$ cat src/rtl/rv_fetch_stage.sv
// rv_fetch_stage: RISC-V instruction-fetch stage.
// Owns the PC, addresses the combinational instruction ROM, and registers
// each fetched word into the IF/ID register. Handles decode back-pressure,
// redirects, misaligned-redirect and out-of-range fetch faults (HALT).
// Optional feature macro: FETCH_PERF_CNT_EN (fetch/stall performance counters).
module rv_fetch_stage #(
  parameter logic [31:0] RESET_PC = 32'h0000_0000,
  parameter int unsigned ROM_SIZE = 32
) (
  input  logic        clk,
  input  logic        reset,
  output logic [31:0] rom_addr,
  input  logic [31:0] rom_data,
  input  logic        redirect_valid,
  input  logic [31:0] redirect_pc,
  input  logic        id_ready,
  output logic        if_valid,
  output logic [31:0] if_instr,
  output logic [31:0] if_pc,
  output logic [31:0] if_pc_plus4,
  output logic        fetch_fault,
  output logic [31:0] perf_fetch_cnt,
  output logic [31:0] perf_stall_cnt
);

  localparam logic [31:0] NOP = 32'h0000_0013;
  // 33-bit bound so ROM_SIZE*4 == 2^32 does not overflow the compare.
  localparam logic [32:0] ROM_BYTES = 33'(ROM_SIZE) * 33'd4;

  typedef enum logic [1:0] {BOOT = 2'd0, RUN = 2'd1, HALT = 2'd2} state_e;

  state_e      state_q, state_d;
  logic [31:0] pc_q, pc_d;
  logic        valid_q, valid_d;
  logic [31:0] instr_q, instr_d;
  logic [31:0] ipc_q, ipc_d;
  logic [31:0] ipc4_q, ipc4_d;
  logic        adv, out_of_range, issue;

  assign adv          = !valid_q || id_ready;
  assign out_of_range = {1'b0, pc_q} >= ROM_BYTES;

  // Next-state: redirect beats stall/advance; BOOT ignores redirects.
  always_comb begin
    state_d = state_q;
    pc_d    = pc_q;
    valid_d = valid_q;
    instr_d = instr_q;
    ipc_d   = ipc_q;
    ipc4_d  = ipc4_q;
    issue   = 1'b0;
    case (state_q)
      BOOT: state_d = RUN;
      RUN, HALT: begin
        if (redirect_valid) begin
          valid_d = 1'b0;
          if (redirect_pc[1:0] == 2'b00) begin
            pc_d    = redirect_pc;
            state_d = RUN;
          end else begin
            state_d = HALT;
          end
        end else if (state_q == RUN && adv) begin
          if (out_of_range) begin
            valid_d = 1'b0;
            state_d = HALT;
          end else begin
            issue   = 1'b1;
            valid_d = 1'b1;
            instr_d = rom_data;
            ipc_d   = pc_q;
            ipc4_d  = pc_q + 32'd4;
            pc_d    = pc_q + 32'd4;
          end
        end
      end
      default: state_d = BOOT;
    endcase
  end

  // State, PC and IF/ID register; reset discards IF/ID contents.
  always_ff @(posedge clk) begin
    if (reset) begin
      state_q <= BOOT;
      pc_q    <= RESET_PC;
      valid_q <= 1'b0;
      instr_q <= NOP;
      ipc_q   <= 32'h0;
      ipc4_q  <= 32'h0;
    end else begin
      state_q <= state_d;
      pc_q    <= pc_d;
      valid_q <= valid_d;
      instr_q <= instr_d;
      ipc_q   <= ipc_d;
      ipc4_q  <= ipc4_d;
    end
  end

  assign rom_addr    = pc_q;
  assign if_valid    = valid_q;
  assign if_instr    = instr_q;
  assign if_pc       = ipc_q;
  assign if_pc_plus4 = ipc4_q;
  assign fetch_fault = (state_q == HALT);

`ifdef FETCH_PERF_CNT_EN
  logic [31:0] fetch_cnt_q, fetch_cnt_d;
  logic [31:0] stall_cnt_q, stall_cnt_d;

  // Count issues and back-pressured RUN cycles; both wrap at 2^32.
  always_comb begin
    fetch_cnt_d = fetch_cnt_q;
    stall_cnt_d = stall_cnt_q;
    if (issue) fetch_cnt_d = fetch_cnt_q + 32'd1;
    if (state_q == RUN && valid_q && !id_ready) stall_cnt_d = stall_cnt_q + 32'd1;
  end

  // Counter registers.
  always_ff @(posedge clk) begin
    if (reset) begin
      fetch_cnt_q <= 32'h0;
      stall_cnt_q <= 32'h0;
    end else begin
      fetch_cnt_q <= fetch_cnt_d;
      stall_cnt_q <= stall_cnt_d;
    end
  end

  assign perf_fetch_cnt = fetch_cnt_q;
  assign perf_stall_cnt = stall_cnt_q;
`else
  logic unused_issue;
  assign unused_issue   = issue;
  assign perf_fetch_cnt = 32'h0;
  assign perf_stall_cnt = 32'h0;
`endif

endmodule
$ cat config.mk
export PLATFORM = sky130hd
export DESIGN_NAME = rv_fetch_stage
export DESIGN_NICKNAME = d
export VERILOG_FILES = /design/src/rtl/rv_fetch_stage.sv
export SDC_FILE = /design/constraint.sdc
export NUM_CORES = 1
export LEC_CHECK = 0
export CORE_ASPECT_RATIO = 1.5
export CORE_UTILIZATION = 45
export DETAILED_ROUTE_END_ITERATION = 10
export DONT_BUFFER_PORTS = 1
export RECOVER_POWER = 50
export SETUP_SLACK_MARGIN = 0.05
export SLEW_MARGIN = 20
export SYNTH_ARGS = -nofsm -noshare
export SYNTH_HDL_FRONTEND = slang
export SYNTH_SLANG_ARGS = --single-unit
$ cat constraint.sdc
create_clock -name clk -period 3.3 [get_ports clk]
set_input_delay 0.33 -clock clk [delete_from_list [all_inputs] [get_ports clk]]
set_output_delay 0.33 -clock clk [all_outputs]
set_load 0.02 [all_outputs]
After elaboration in Yosys (flattened, before gate mapping)
Cells that the tools add are included.
{ "op_classes": {"add_sub_neg": 1, "magnitude_cmp": 1, "n_eq_ne": 6, "mux": 12, "bitwise": 2, "n_reduce_logical": 11} }
{ "op_table": {"columns": ["cell", "n"], "rows": [
  ["$mux W32", 4],
  ["$add A32 B3 Y32 const B", 1],
  ["$ge A32 B8 Y1 const B", 1],
  ["$mux W2", 4],
  ["$reduce_and A4 Y1", 2],
  ["$ne A3 B3 Y1 const B", 2],
  ["$logic_not A2 Y1", 2],
  ["$pmux W2 S2", 1],
  ["$reduce_and A2 Y1", 2],
  ["$mux W1", 3],
  ["$eq A2 B1 Y1 const B", 1],
  ["$eq A2 B2 Y1 const B", 1],
  ["$ne A2 B1 Y1 const B", 1],
  ["$ne A2 B2 Y1 const B", 1],
  ["$not A1 Y1", 2],
  ["$reduce_bool A2 Y1", 1],
  ["$reduce_or A2 Y1", 1],
  ["$logic_and A1 B1 Y1", 1],
  ["$logic_not A1 Y1", 1],
  ["$logic_or A1 B1 Y1", 1]
]} }
{ "word_totals": {"register_bits": 131, "in_bits": 68, "out_inout_bits": 194, "elab_cells": 39} }

Logic depth before layout (Yosys ltp)
{ "logic_depth": {"ltp_word": 6, "depth_mapped": 8, "ltp_nobuf": 7} }

Worst setup path after synthesis
No wires, ideal clock.
{ "synth_timing": {"kind": "register to register", "from": "reg pc_q[7] (netlist: rom_addr[7])", "to": "reg ipc_q[21] (netlist: if_pc[21])", "arrival_time_ns": 1.928, "setup_slack_ns": 1.257, "stages_incl_launch_ff": 8, "n_path_buf": 2, "period_less_slack_ns": 2.043, "path_cell_list": "dfxtp_1 > nor4_1 > nand4_1 > nor4_4 > nor2_1 > clkbuf_1 > buf_2 > and2_1"} }
{ "synth_via": {"elab_chain_len": 3} }
{ "synth_lines": {"columns": ["item", "line_no", "rtl"], "rows": [
  ["from (decl)", "33", "logic [31:0] pc_q, pc_d;"],
  ["from (signal assigned)", "92", "pc_q <= pc_d;"],
  ["$ge A32 B8 Y1", "41", "assign out_of_range = {1'b0, pc_q} >= ROM_BYTES;"],
  ["$not A1 Y1 (no source line)", null, null],
  ["$reduce_and A4 Y1 (no source line)", null, null],
  ["to (signal assigned)", "95", "ipc_q <= ipc_d;"],
  ["to (decl)", "36", "logic [31:0] ipc_q, ipc_d;"]
]} }
Every way passes these cells.
A chain may end at the register's enable or synchronous reset.

Final worst setup path
{ "layout_timing": {"from": "reg pc_q[11] (netlist: rom_addr[11])", "to": "reg instr_q[1] (netlist: if_instr[1])"} }
{ "layout_via": {"elab_chain_len": 3} }
{ "layout_lines": {"columns": ["item", "line_no", "rtl"], "rows": [
  ["$ge A32 B8 Y1", "41", null],
  ["$not A1 Y1 (no source line)", null, null],
  ["$reduce_and A4 Y1 (no source line)", null, null],
  ["to (signal assigned)", "94", "instr_q <= instr_d;"],
  ["to (decl)", "35", "logic [31:0] instr_q, instr_d;"]
]} }
Every way passes these cells.

==> impl_metrics.yaml <==
timing:
  period_share_pct: 76.8
  timing.final.crit_period_ns: 2.54
  report.final.slew_viol_count: 0
  clock.fmax_ghz: 0.394
  timing.final.ws_setup_ns: 0.764
  largest_clock_skew_in_the_final_design_ns: 0.0101
  fin_setup_tns_ns: 0
  slew-limit-headroom_pct: 52.9
  max_slew.worst_pin.slew_ns: 0.702
  setup-violations-final: 0
  grt_setup_unrepaired: "false"
  hold_violations: 0
clock_network:
  clk_root_buffer_cell: "sky130_fd_sc_hd__clkbuf_16"
  tritoncts_clock_tree: "yes"
  skew_pair_late_insertion_delay_ns: 0.41
  cts.sink_count: 129
  tritoncts.num_buffers: 17
  ctsLongestPathBuffers: 2
  cts_post_setup_buffers_inserted: 0
  h_tree_depth_reported_by_cts: 4
  path_clk_slew_ns: 0.06
floorplan:
  die_h_um: 132
  starting_density_of_the_core_pct: 46.1
  die-area_mm2: 0.0117
  floorplan.io_pins: 262
  dieWidth_um: 88.6
  row_count: 47
  design.core.area_mm2: 0.0110
yosys:
  dominantRegCellSynth: "sky130_fd_sc_hd__dfxtp_1"
  number_of_enable_flip_flop_cells_after_synthesis: 0
  yosysSeqAreaShare_pct: 51.0
  post-synth-top-area-cell: "sky130_fd_sc_hd__dfxtp_1"
  netlist_instances: 534
  postSynthRegisterBits: 129
  yosys_warnings: 0
  syn-mean-instance-area_um2: 9.48
  ys_async_sr_fraction_pct: 0
  post-synth-top-area-fraction_pct: 51.0
  yosys-top-cells-area: "sky130_fd_sc_hd__dfxtp_1 (51%), sky130_fd_sc_hd__buf_4 (10%), sky130_fd_sc_hd__mux2i_1 (8.3%)"
  yosys.cell_types.count: 37
  netlist_area_mm2: 0.00506
cells_and_area:
  design.final.nets: 604
  insertedDiodeCount: 0
  most_used_cells_in_the_layout_excluding_fill_and_tap_cells: "sky130_fd_sc_hd__dfxtp_1 (129), sky130_fd_sc_hd__conb_1 (64), sky130_fd_sc_hd__nand2_1 (54)"
  num-fill-cells: 1043
  synthToLayoutAreaGrowth_pct: 9.78
  drive_gt1_share_pct: 7.73
  final_core_util_pct: 50.6
  layout_commonest_cell: "sky130_fd_sc_hd__dfxtp_1"
drt:
  postRouteWirelength_um: 10900
  ant_nets: 0
  via_count: 3416
  remaining_routing_drc_violations: 0
  routedWlPerCell_um: 15.8
  detail_route.first_pass.iterations: 4
  post_drt_via_cell_ratio: 4.95
  first_iter_violations: 123
min_path:
  hold_path_origin: "redirect_valid"
  hold_class: "in2reg"
  hold_depth: 1
  worst_hold_path.endpoint: "rom_addr[4]"
critical_path:
  required_ns: 3.59
  critical_path.startpoint_type: "register"
  register_to_register_setup_slack_ns: 0.76
  endpoint_kind: "register"
  rr_startpoint: "rom_addr[11]"
  crit-reg2reg-capture: "if_instr[1]"
  setup.worst_path.class: "reg2reg"
  reg2reg_depth: 6
  timing.critical_path.arrival_ns: 2.82
  worstPathMaxFanout: 34
placement:
  dpl.hpwl_um: 7540
  preCtsSetupSlack_ns: 0.779
  gp_congestion: 0.769
  buffers_on_ports: 0
power_and_ir_drop:
  leakage_nw: 2.13
  largest_voltage_drop_on_the_vdd_net_uv: 409
  p_per_area_mw_per_mm2: 765
  power.total_mw: 4.25
grt:
  grt_max_degree: 71
  grt_antenna_before_repair: 0
  grt.total_usage_pct: 18.6
  grt_pass1_wl_um: 16200
  first_global_vias: 3210
  globalRouteOverflowTotal: 0
status:
  outcome: "finished clean"
run:
  cap_viol_max_count: 0
## cell usage after synthesis, drive strengths merged, types with 2 or more instances
library cell  instances
and3                  3
dfxtp               129
o41ai                 2
a21oi                33
inv                   8
a211oi                5
xor2                  4
nor3                  2
clkbuf               21
nand4                 2
nand2b                4
ha                    6
nand3                 9
buf                  72
mux2i                42
and2                 49
o2111ai               4
nor2                 54
nand2                54
nor4                  7
o21ai                 9
xnor2                 3
## worst max path at each step
stage | slack (ns) | startpoint | endpoint | cells past startpoint
floorplan | 1.26 | rom_addr[7] | if_pc[21] | 7
global placement | 0.92 | rom_addr[11] | if_instr[4] | 6
detailed placement | 0.78 | rom_addr[8] | if_instr[1] | 6
CTS | 0.75 | rom_addr[8] | if_instr[1] | 6
global route | 0.56 | rom_addr[11] | if_instr[17] | 6
finish | 0.76 | rom_addr[11] | if_instr[1] | 6
## timing repair
item / 4_1_cts / 5_1_grt
resized for setup: 0 / 0
hold buffers: 1 / 0
endpoints found under the hold margin: 70 / 0
## cells by family after synthesis
group	count (synthesis)	synth area share, %
adders and majority gates	6	1.48
and+or+nand+nor	186	17.8
other	1	0.0740
muxes	42	8.30
AOI/OAI and AO/OA	62	7.44
DFF	129	51.0
xor gates and xnor gates	7	1.21
buffers and inverters	101	12.7
## power breakdown
part / internal, mW / switching, mW
Clock: 1.12 / 0.723
Sequential: 1.64 / 0.164
Combinational: 0.201 / 0.400
## per-layer routing
metal | vias to the layer above | global-route usage [%] | part of all wire [%]
li1 | 1622 | - | -
met5 | - | 0 | 0
met4 | 0 | 10.8 | 2.6
met2 | 174 | 31.0 | 52
met3 | 21 | 7.76 | 8.2
met1 | 1599 | 19.1 | 37
## worst max-delay path, stage by stage, from the launching register on
cell,delay (ns)
sky130_fd_sc_hd__dfxtp_1,0.39
sky130_fd_sc_hd__nor4_1,0.43
sky130_fd_sc_hd__nand4_1,0.35
sky130_fd_sc_hd__nor4_4,0.61
sky130_fd_sc_hd__buf_12,0.30
sky130_fd_sc_hd__mux2i_1,0.22
sky130_fd_sc_hd__nand2_1,0.07
## state kept, by name, summed over array words and instances, names as in the netlist
name	cells
if_pc	32
if_pc_plus4	30
state_q	2
if_instr	32
if_valid	1
rom_addr	32
## final cells by class
class | count | area [um^2] | area share [%]
Clock buffer | 18 | 429 | 7.72
Clock inverter | 14 | 156 | 2.81
Inverter | 8 | 30.0 | 0.540
Multi-Input combinational cell | 367 | 2100 | 37.7
Sequential cell | 129 | 2580 | 46.4
Tap cell | 147 | 184 | 3.31
Timing Repair Buffer | 7 | 81.3 | 1.46
## metrics by stage
stage | hold WS, ns | cell area [um^2] | cells
6_report | 0.0253 | 5560 | 690
5_1_grt | 0.00523 | 5560 | 690
4_1_cts | 0.00205 | 5560 | 690
3_5_place_dp | 0.414 | 4950 | 657
3_3_place_gp | 0.411 | 4950 | 657
2_1_floorplan | 0.458 | 5300 | 597
No activity file was read; power rests on OpenSTA's default activity.
